File: src/rtl/line_encoder_148_if.sv
// Request/response bundle for line_encoder_148.
interface line_encoder_148_if;
  logic [7:0] lines_n;
  logic       enable_n;
  logic [2:0] code;
  logic       valid;
  logic       gs_n;
  logic       eo_n;
  logic       multi_err;

  modport master (
    output lines_n, enable_n,
    input  code, valid, gs_n, eo_n, multi_err
  );

  modport slave (
    input  lines_n, enable_n,
    output code, valid, gs_n, eo_n, multi_err
  );
endinterface

File: src/rtl/line_encoder_148.sv
// Filtered, registered 8-to-3 priority encoder with 74HC148-style cascade outputs.
module line_encoder_148 #(
  parameter int unsigned STABLE_CYCLES = 4
) (
  input logic              clk,
  input logic              rst,
  line_encoder_148_if.slave bus
);

  localparam logic [3:0] CNT_MAX = 4'(STABLE_CYCLES);

  typedef enum logic {IDLE, ACTIVE} state_t;

  logic [7:0] s1_q, s2_q;
  logic [7:0] cand_q, cand_d;
  logic [7:0] acc_q, acc_d;
  logic [3:0] cnt_q, cnt_d;
  state_t     state_q, state_d;

  logic [2:0] code_q, code_d;
  logic       valid_q, valid_d;
  logic       gs_n_q, gs_n_d;
  logic       eo_n_q, eo_n_d;
  logic       multi_err_q, multi_err_d;

  logic       en;
  logic [2:0] top_idx;

  assign en = ~bus.enable_n;

  // Two-flop synchroniser; keeps running while disabled.
  always_ff @(posedge clk) begin
    if (rst) begin
      s1_q <= '1;
      s2_q <= '1;
    end else begin
      s1_q <= bus.lines_n;
      s2_q <= s1_q;
    end
  end

  // Stability filter, acceptance register and IDLE/ACTIVE next state.
  always_comb begin
    cand_d  = cand_q;
    cnt_d   = cnt_q;
    acc_d   = acc_q;
    state_d = state_q;
    if (!en) begin
      cnt_d   = '0;
      acc_d   = '1;
      state_d = IDLE;
    end else begin
      if (cnt_q == '0 || s2_q != cand_q) begin
        cand_d = s2_q;
        cnt_d  = 4'd1;
      end else if (cnt_q < CNT_MAX) begin
        cnt_d = cnt_q + 4'd1;
      end
      if (cnt_d == CNT_MAX && cnt_q != CNT_MAX) begin
        acc_d = cand_q;
        case (state_q)
          IDLE:    if (cand_q != '1) state_d = ACTIVE;
          ACTIVE:  if (cand_q == '1) state_d = IDLE;
          default: state_d = IDLE;
        endcase
      end
    end
  end

  // Output stage next values from the accepted pattern.
  always_comb begin
    top_idx = '0;
    for (int unsigned i = 0; i < 8; i++) begin
      if (!acc_q[i]) top_idx = 3'(i);
    end
    code_d      = en ? top_idx : '0;
    gs_n_d      = ~(en & (state_q == ACTIVE));
    // eo_n waits one enabled edge (filter running) so a lower stage never sees a stale enable.
    eo_n_d      = ~(en & (cnt_q != '0) & (state_q == IDLE));
    multi_err_d = en & ($countones(~acc_q) > 1);
    valid_d     = ~gs_n_d & (gs_n_q | (code_d != code_q));
  end

  // Filter, FSM and output registers.
  always_ff @(posedge clk) begin
    if (rst) begin
      cand_q      <= '1;
      cnt_q       <= '0;
      acc_q       <= '1;
      state_q     <= IDLE;
      code_q      <= '0;
      valid_q     <= 1'b0;
      gs_n_q      <= 1'b1;
      eo_n_q      <= 1'b1;
      multi_err_q <= 1'b0;
    end else begin
      cand_q      <= cand_d;
      cnt_q       <= cnt_d;
      acc_q       <= acc_d;
      state_q     <= state_d;
      code_q      <= code_d;
      valid_q     <= valid_d;
      gs_n_q      <= gs_n_d;
      eo_n_q      <= eo_n_d;
      multi_err_q <= multi_err_d;
    end
  end

  assign bus.code      = code_q;
  assign bus.valid     = valid_q;
  assign bus.gs_n      = gs_n_q;
  assign bus.eo_n      = eo_n_q;
  assign bus.multi_err = multi_err_q;

endmodule

File: src/flat_wrapper.sv
// flat-port wrapper written by rule: the top's interface ports become plain ports
module line_encoder_148_flat 
#(
  parameter int unsigned STABLE_CYCLES = 4
)
  (clk, rst, bus_lines_n, bus_enable_n, bus_code, bus_valid, bus_gs_n, bus_eo_n, bus_multi_err);
  line_encoder_148_if bus_i ();
  input logic clk;
  input logic rst;
  input wire logic [$bits(bus_i.lines_n)-1:0] bus_lines_n;
  input wire logic [$bits(bus_i.enable_n)-1:0] bus_enable_n;
  output wire logic [$bits(bus_i.code)-1:0] bus_code;
  output wire logic [$bits(bus_i.valid)-1:0] bus_valid;
  output wire logic [$bits(bus_i.gs_n)-1:0] bus_gs_n;
  output wire logic [$bits(bus_i.eo_n)-1:0] bus_eo_n;
  output wire logic [$bits(bus_i.multi_err)-1:0] bus_multi_err;
  assign bus_i.lines_n = bus_lines_n;
  assign bus_i.enable_n = bus_enable_n;
  assign bus_code = bus_i.code;
  assign bus_valid = bus_i.valid;
  assign bus_gs_n = bus_i.gs_n;
  assign bus_eo_n = bus_i.eo_n;
  assign bus_multi_err = bus_i.multi_err;
  line_encoder_148 #(.STABLE_CYCLES(STABLE_CYCLES)) u_core (.clk(clk), .rst(rst), .bus(bus_i));
endmodule
File: config.mk
export PLATFORM = sky130hd
export DESIGN_NAME = line_encoder_148_flat
export DESIGN_NICKNAME = d
export VERILOG_FILES = /design/src/rtl/line_encoder_148_if.sv /design/src/rtl/line_encoder_148.sv /design/src/flat_wrapper.sv
export SDC_FILE = /design/constraint.sdc
export NUM_CORES = 1
export LEC_CHECK = 0
export ABC_CLOCK_PERIOD_IN_PS = 2630
export CAP_MARGIN = 20
export CORE_MARGIN = 1.5
export CORE_UTILIZATION = 35
export DETAILED_ROUTE_END_ITERATION = 8
export PLACE_DENSITY_LB_ADDON = 0.25
export RECOVER_POWER = 50
export SYNTH_ARGS = -nofsm -noshare
export SYNTH_HDL_FRONTEND = slang
export SYNTH_SLANG_ARGS = --single-unit
export TNS_END_PERCENT = 30
File: constraint.sdc
create_clock -name clk -period 2.63 [get_ports clk]
set_input_delay 0.526 -clock clk [delete_from_list [all_inputs] [get_ports clk]]
set_output_delay 0.526 -clock clk [all_outputs]
set_load 0.1 [all_outputs]
==> impl_metrics.csv <==
group,metric,value,unit
place,pre_cts_ws,0.0502,ns
power_and_ir_drop,p_per_area,550,mW/mm^2
finish,diodes,0,
yosys,ys_types,28,
yosys,synthFlopType,"dfxtp_1",
global_route,grt_max_degree,25,
setup_path,cp.arrival,2.69,ns
timing,fin_tns_setup,0,ns
place,hpwlAfterDp,2.23,mm
timing,fin_skew,0.00314,ns
yosys,netlist.area_leader.share,47.6,%
timing,slew_headroom,22.9,%
global_route,overflow,0,
place,port_buffers,17,
min_path,min_path_type,"register to register",
timing,rsz0062_at_grt,"no",
clocking,clock-sinks,44,
clocking,cts_buffer_depth,2,
global_route,grt_usage,12.3,%
floorplan,initial_core_util,36.3,%
floorplan,die-area,0.00574,sq mm
route,wirelength,3.03,mm
clocking,cts_tree,"built",
global_route,grt_antenna_before_repair,0,
timing,timing.final.crit_share,95.5,%
timing,worstMarginPinSlew,1.16,ns
yosys,ys_seq_area_share,47.6,%
timing,clock.fmax,0.398,GHz
setup_path,cp_max_fo,5,
floorplan,fp.dieW,75.7,um
route,vias,1216,
clocking,h-tree-depth,2,
yosys,netlist_instances,181,
place,place_inst,268,
finish,post-route-util,42.2,%
floorplan,core_area,0.00511,sq mm
clocking,insertion_delay,0.29,ns
clocking,post-cts-setup-buffers,0,
timing,setup_viol,0,
yosys,yosysWarnings,0,
power_and_ir_drop,p_leak,0.961,nW
power_and_ir_drop,ir_worst_vdd,0.000319,V
finish,nets,230,
timing,hold_viol,0,
run_status,status,"finished, final reports clean",
global_route,grt_pass1_wl,5.23,mm
yosys,synth_most_common_cell,"dfxtp_1",
finish,final_cell_count_no_fill,275,
floorplan,fp-row-count,26,
yosys,synthesis.area,0.00185,sq mm
yosys,ys_async_sr_fraction,0,%
timing,min_period,2.51,ns
power_and_ir_drop,total_power,1.19,mW
clocking,cts.clk_slew.worst_paths,0.08,ns
setup_path,end_kind,"register",
yosys,yosysTopAreaCell,"dfxtp_1",
yosys,synth_edf_count,0,
yosys,ys_top_cells_by_count,"44 x dfxtp_1, 20 x inv_1, 17 x or2_2, 10 x ha_1",
finish,drive_gt1_share,15.6,%
yosys,synth_area_leaders,"dfxtp_1 48%, ha_1 6.8%, or2_2 5.7%",
timing,final_max_slew_viol_count,0,
yosys,syn_nets,206,
route,first_iter_violations,53,
route,wire_per_inst,11.0,um
setup_path,crit_path_start_kind,"register",
floorplan,dieHeight,75.7,um
clocking,numCtsBuffers,5,
place,gp_congestion,0.717,
setup_path,critPathKind,"register to register",
clocking,cts-root-buf,"clkbuf_8",
setup_path,cp.required,2.81,ns
yosys,ys_seq_elements,44,
floorplan,ios,18,
route,drc,0,
route,detail-route-antenna-nets,0,
yosys,synth.avg_cell_area,10.2,sq um
timing,worst_slack,0.119,ns
route,via_per_inst,4.42,
finish,synthToLayoutAreaGrowth,16.4,%
route,drt_first_pass_iters,4,
run,drv_cap,0,
global_route,grt_pass1_vias,1167,
## critical path: stages, from the launching register on
cell     delay (ns)
dfxtp_2        0.36
inv_1          0.06
ha_1           0.21
fa_1           0.51
fa_1           0.55
ha_1           0.14
inv_1          0.04
fa_1           0.47
a31oi_1        0.06
## placed cells by master (no fill, tap or decap), types with 3 or more instances in the layout
cell,count
nor2_1,7
nand4_1,3
or2_2,17
fa_1,4
nor2b_1,8
xor2_1,9
inv_1,20
clkbuf_8,5
buf_4,5
ha_1,10
mux2i_1,9
a31oi_1,4
clkbuf_1,8
nor3_1,4
dfxtp_1,42
o21ai_0,4
a211o_1,9
a21oi_1,3
nand2_1,9
clkdlybuf4s50_1,9
## report_power, final
group	switching, mW	leakage, nW	total, mW	internal [mW]
sequential	0.0154	0.360	0.701	0.685
clock	0.220	0.0400	0.400	0.180
combinational	0.0396	0.561	0.0850	0.0454
total	0.275	0.961	1.19	0.910
## kinds of logic after synthesis
group / count (synthesis) / share of synthesized area, %
xor+xnor: 10 / 4.73
mux: 9 / 4.87
simple gates: 55 / 16.8
compound gates: 23 / 8.85
buf+inv: 26 / 6.08
fa+ha+maj: 14 / 11.1
flops: 44 / 47.6
## flip-flops by register name, summed over array words and instances (netlist names)
signal / count
u_core.acc_q: 8
u_core.bus.code: 3
u_core.bus.eo_n: 1
u_core.bus.gs_n: 1
u_core.bus.multi_err: 1
u_core.bus.valid: 1
u_core.cand_q: 8
u_core.cnt_q: 4
u_core.s1_q: 8
u_core.s2_q: 8
u_core.state_q: 1
## what timing repair did
item,4_1_cts,5_1_grt
resized for setup,0,3
setup endpoints to repair,0,1
hold buffers,0,0
## layout make-up
class	instances	area [sq um]
inverter	20	75.1
tap	70	87.6
timing repair buffer	23	168
sequential	44	886
clock inverter	2	12.5
multi-input combinational	111	858
fill	526	2950
clock buffer	5	68.8
## path summary, 6_finish.rpt
kind | endpoint | startpoint | slack [ns] | cells after the start
max | u_core.bus.multi_err$_SDFF_PP0_ | u_core.acc_q[6]$_SDFFE_PP1P_ | 0.12 | 8
min | u_core.s2_q[5]$_SDFF_PP1_ | u_core.s1_q[5]$_SDFF_PP1_ | 0.41 | 1
max reg2reg | u_core.bus.multi_err$_SDFF_PP0_ | u_core.acc_q[6]$_SDFFE_PP1P_ | 0.12 | 8
min reg2reg | u_core.s2_q[5]$_SDFF_PP1_ | u_core.s1_q[5]$_SDFF_PP1_ | 0.41 | 1
## through the flow
step,cell area (sq um),hold WS (ns)
2_1_floorplan,1850,0.389
3_3_place_gp,2100,0.391
3_5_place_dp,2100,0.392
4_1_cts,2180,0.412
5_1_grt,2160,0.432
6_report,2160,0.411
## per-layer routing
| layer | vias to the layer above | global-route usage [%] | part of all wire [%] |
|---|---|---|---|
| met5 | - | 0 | 0 |
| met2 | 21 | 19.3 | 45 |
| li1 | 642 | - | - |
| met1 | 548 | 15.7 | 50 |
| met3 | 5 | 3.97 | 3.8 |
| met4 | 0 | 5.36 | 1.5 |
Power figures use the tool's default switching activity.
